`src/rtl/seq_multiplier.sv`:
```
// Sequential shift-and-add multiplier, one multiplier bit per clock.
// Signed operands are iterated as magnitudes; the sign is restored at completion.
module seq_multiplier #(
  parameter int WIDTH = 8
) (
  input  logic               clk,
  input  logic               rst,
  input  logic               start,
  input  logic               is_signed,
  input  logic [WIDTH-1:0]   a,
  input  logic [WIDTH-1:0]   b,
  output logic               busy,
  output logic               done,
  output logic [2*WIDTH-1:0] product
);

  localparam int CW = $clog2(WIDTH);

  typedef enum logic [1:0] {
    IDLE,
    CALC,
    DONE
  } state_t;

  state_t             state_q, state_d;
  logic [2*WIDTH-1:0] acc_q, acc_d;
  logic [2*WIDTH-1:0] mcand_q, mcand_d;
  logic [2*WIDTH-1:0] prod_q, prod_d;
  logic [WIDTH-1:0]   mplier_q, mplier_d;
  logic [CW-1:0]      cnt_q, cnt_d;
  logic               neg_q, neg_d;

  logic [WIDTH-1:0]   mag_a, mag_b;
  logic [2*WIDTH-1:0] acc_sum;
  logic               last;

  // -2^(WIDTH-1) negates to itself, which reads correctly as unsigned
  assign mag_a = (is_signed && a[WIDTH-1]) ? -a : a;
  assign mag_b = (is_signed && b[WIDTH-1]) ? -b : b;

  assign acc_sum = acc_q + (mplier_q[0] ? mcand_q : '0);
  assign last    = (cnt_q == CW'(WIDTH - 1));

  always_comb begin
    state_d  = state_q;
    acc_d    = acc_q;
    mcand_d  = mcand_q;
    mplier_d = mplier_q;
    cnt_d    = cnt_q;
    neg_d    = neg_q;
    prod_d   = prod_q;
    unique case (state_q)
      IDLE, DONE: begin
        state_d = IDLE;
        if (start) begin
          state_d  = CALC;
          acc_d    = '0;
          cnt_d    = '0;
          mcand_d  = {{WIDTH{1'b0}}, mag_a};
          mplier_d = mag_b;
          neg_d    = is_signed & (a[WIDTH-1] ^ b[WIDTH-1]);
        end
      end
      CALC: begin
        acc_d    = acc_sum;
        mcand_d  = mcand_q << 1;
        mplier_d = mplier_q >> 1;
        cnt_d    = cnt_q + CW'(1);
        if (last) begin
          state_d = DONE;
          cnt_d   = '0;
          prod_d  = neg_q ? -acc_sum : acc_sum;
        end
      end
      default: state_d = IDLE;
    endcase
  end

  always_ff @(posedge clk or posedge rst) begin
    if (rst) begin
      state_q  <= IDLE;
      acc_q    <= '0;
      mcand_q  <= '0;
      mplier_q <= '0;
      cnt_q    <= '0;
      neg_q    <= 1'b0;
      prod_q   <= '0;
    end else begin
      state_q  <= state_d;
      acc_q    <= acc_d;
      mcand_q  <= mcand_d;
      mplier_q <= mplier_d;
      cnt_q    <= cnt_d;
      neg_q    <= neg_d;
      prod_q   <= prod_d;
    end
  end

  assign busy    = (state_q == CALC);
  assign done    = (state_q == DONE);
  assign product = prod_q;

endmodule

```
`config.mk`:
```
export PLATFORM = sky130hd
export DESIGN_NAME = seq_multiplier
export DESIGN_NICKNAME = d
export VERILOG_FILES = /design/src/rtl/seq_multiplier.sv
export SDC_FILE = /design/constraint.sdc
export NUM_CORES = 1
export LEC_CHECK = 0
export BUFFER_PORTS_ARGS = -buffer_cell sky130_fd_sc_hd__buf_2
export CAP_MARGIN = 30
export CORE_ASPECT_RATIO = 1.5
export CORE_UTILIZATION = 40
export CTS_BUF_LIST = sky130_fd_sc_hd__clkbuf_4
export CTS_CLUSTER_DIAMETER = 120
export DETAILED_ROUTE_END_ITERATION = 10
export GPL_TIMING_DRIVEN = 0
export SETUP_SLACK_MARGIN = 0.5
export SYNTH_ARGS = -nofsm -noshare
export SYNTH_HDL_FRONTEND = slang
export SYNTH_SLANG_ARGS = --single-unit
```
`constraint.sdc`:
```
create_clock -name clk -period 6.9 [get_ports clk]
set_clock_uncertainty 0.1 [all_clocks]
set_input_delay 0.69 -clock clk [delete_from_list [all_inputs] [get_ports clk]]
set_output_delay 0.69 -clock clk [all_outputs]
set_load 0.02 [all_outputs]
```
==> impl_metrics.ini <==
[status]
status = finished clean

[critical_path]
critical_path_required_ps = 7160
r2r_start = mplier_q[0]
worstSetupPathType = reg2reg
crit_end = product[15]
end_kind = flop
r2r-end = product[15]
crit_arrival_ps = 4200
worstSetupStartpoint = mplier_q[0]
worst-r2r-setup-slack_ps = 2960
rr_worst_depth = 11
cp_max_fo = 10
crit_path_start_kind = flop

[cts]
clk_pin_slew_ps = 110
post_cts_buffers = 0
cts.sinks = 62
cts.path.max_buffers = 2
clock_latency_ps = 440
cts.repair.resized = 0
postCtsHoldBufs = 0
root_buffer = clkbuf_4
cts_tree = done
cts_buffers = 9
h-tree-depth = 3

[drt]
wl_per_cell_um = 15.6
route.detailed.drc = 0
vias = 3309
routed_wl_um = 9190
drt_pass1_iterations = 4
met1_length_um = 3910
ant_nets = 0
drt_first_iter_violations = 186
top_layer = met4
wl_met2_um = 4730
viasPerCell = 5.62
wl_met3_um = 286

[die]
die_y_um = 123
fp.dieW_um = 83.0
num_rows = 44
core_area_um2 = 9630
die_area_um2 = 10200
io_pins = 38
start_util = 0.409

[sta]
timing_worst_slew_pin_value_ps = 748
fin_ws_ps = 2960
hold_ws_ps = 250
fin_tns_setup_ps = 0
min_period_ps = 3940
grt_setup_unrepaired = false
fin_crit_sh = 0.571
slew_violations = 0
slew_headroom = 0.497
fmax_mhz = 254
finalSetupViolCount = 0
hold_viol_final = 0

[power]
power_density_nw_per_um2 = 491
p_total_mw = 2.18
ir_worst_vdd_v = 0.000189
leakage_nw = 2.06

[synthesis]
synth_top_area_frac = 0.394
netlist_area_um2 = 3940
async_flop_share = 1.00
yosys_warnings = 0
ys_top_cells_by_count = dfrtp_1, nand2_1, o21ai_0, a22o_1, ha_1
synth.area.top_cells = dfrtp_1, ha_1, o21ai_0
synth_flop_cell = dfrtp_1
synthCells = 419
avgSynthCellArea_um2 = 9.39
ys_ff_latch = 62
synth_fp_nets = 460
synth.largest_area_cell = dfrtp_1
synth-edff-count = 0
yosysMostFrequentCell = dfrtp_1
yosysSeqAreaShare = 0.394
synth_cell_types = 59

[cells_and_area]
layout.cells.non_filler = 589
postLayoutCoreUtil = 0.462
layout-drive-gt1-share = 0.146
syn_to_final_growth_pct = 13.0
multi_input_area_um2 = 2260
design_area_um2 = 4450
fillers = 940
ff_latch_area_um2 = 1550
nets = 509

[grt]
grt_pass1_wl_um = 15600
antenna_found_initial = 1
grt_max_degree = 33
grt_pass1_vias = 3180
overflow = 0
grt.total_usage = 0.196

[placed_design]
place_hpwl_um = 7230
routabilityCongestion = 0.889
place_ws_ps = 2980
port_buffers = 37
post_dp_cell_area_um2 = 4290
place_inst = 572

[job]
drv_cap = 0

[min_path]
hp-class = in2async
## logic make-up (layout without fill, tap and decap cells)
logic type               Yosys count  after routing  synth area share
AND/OR/NAND/NOR                  124            124             0.156
buffers and inverters             32             86            0.0308
flip-flops                        62             62             0.394
XOR/XNOR                          29             29            0.0664
other                              0              1                 0
multiplexers                       3              3           0.00763
AO/OA/AOI/OAI                    148            148             0.276
adder cells (fa/ha/maj)           21             21            0.0687
## sequential cells by signal (all words and copies together) (netlist names)
name and count:
acc_q 16, state_q 2, neg_q 1, mcand_q 16, product 16, mplier_q 8, cnt_q 3
## layout by cell type (no fill, tap or decap), types with 16 or more instances in the layout
cell type and instances:
clkbuf_1 16, a22o_1 20, o21ai_0 41, nand2_1 46
a22oi_1 16, and2_1 19, ha_1 20, nor2_1 17
buf_2 38, dfrtp_1 62
## layout make-up
type	instances	area share
buffer	17	0.0146
timing repair buffer	38	0.0461
clock buffer	12	0.0202
sequential	62	0.349
inverter	15	0.0127
clock inverter	4	0.0160
antenna	1	0.000562
multi-input combinational	325	0.509
tap	115	0.0323
## how the worst min path moves through the flow
| stage | from | endpoint | slack (ps) | cells past startpoint |
|---|---|---|---|---|
| floorplan | acc_q[0] | acc_q[0] | 360 | 2 |
| global placement | product[6] | product[6] | 350 | 2 |
| detailed placement | product[6] | product[6] | 350 | 2 |
| CTS | rst | mcand_q[1] | 250 | 2 |
| global route | rst | acc_q[1] | 320 | 2 |
| finish | rst | mcand_q[5] | 250 | 2 |
## critical path, cell delays in order (launching register included)
cell	delay (ps)
dfrtp_1	470
clkbuf_1	260
and2_1	220
ha_1	210
fa_1	450
a211oi_2	320
o21a_1	230
xor2_1	440
o2111ai_2	250
nor4_2	360
or4b_1	480
nand3_1	90
## metal layers
layer,up-vias,track usage
met5,-,0
met4,0,0.108
met3,21,0.0287
met2,72,0.357
met1,1558,0.220
li1,1658,-
## power by group
group / internal [mW] / switching [mW]
clock: 0.158 / 0.136
sequential: 0.527 / 0.108
combinational: 0.495 / 0.760
(Power assumes the default switching activity.)
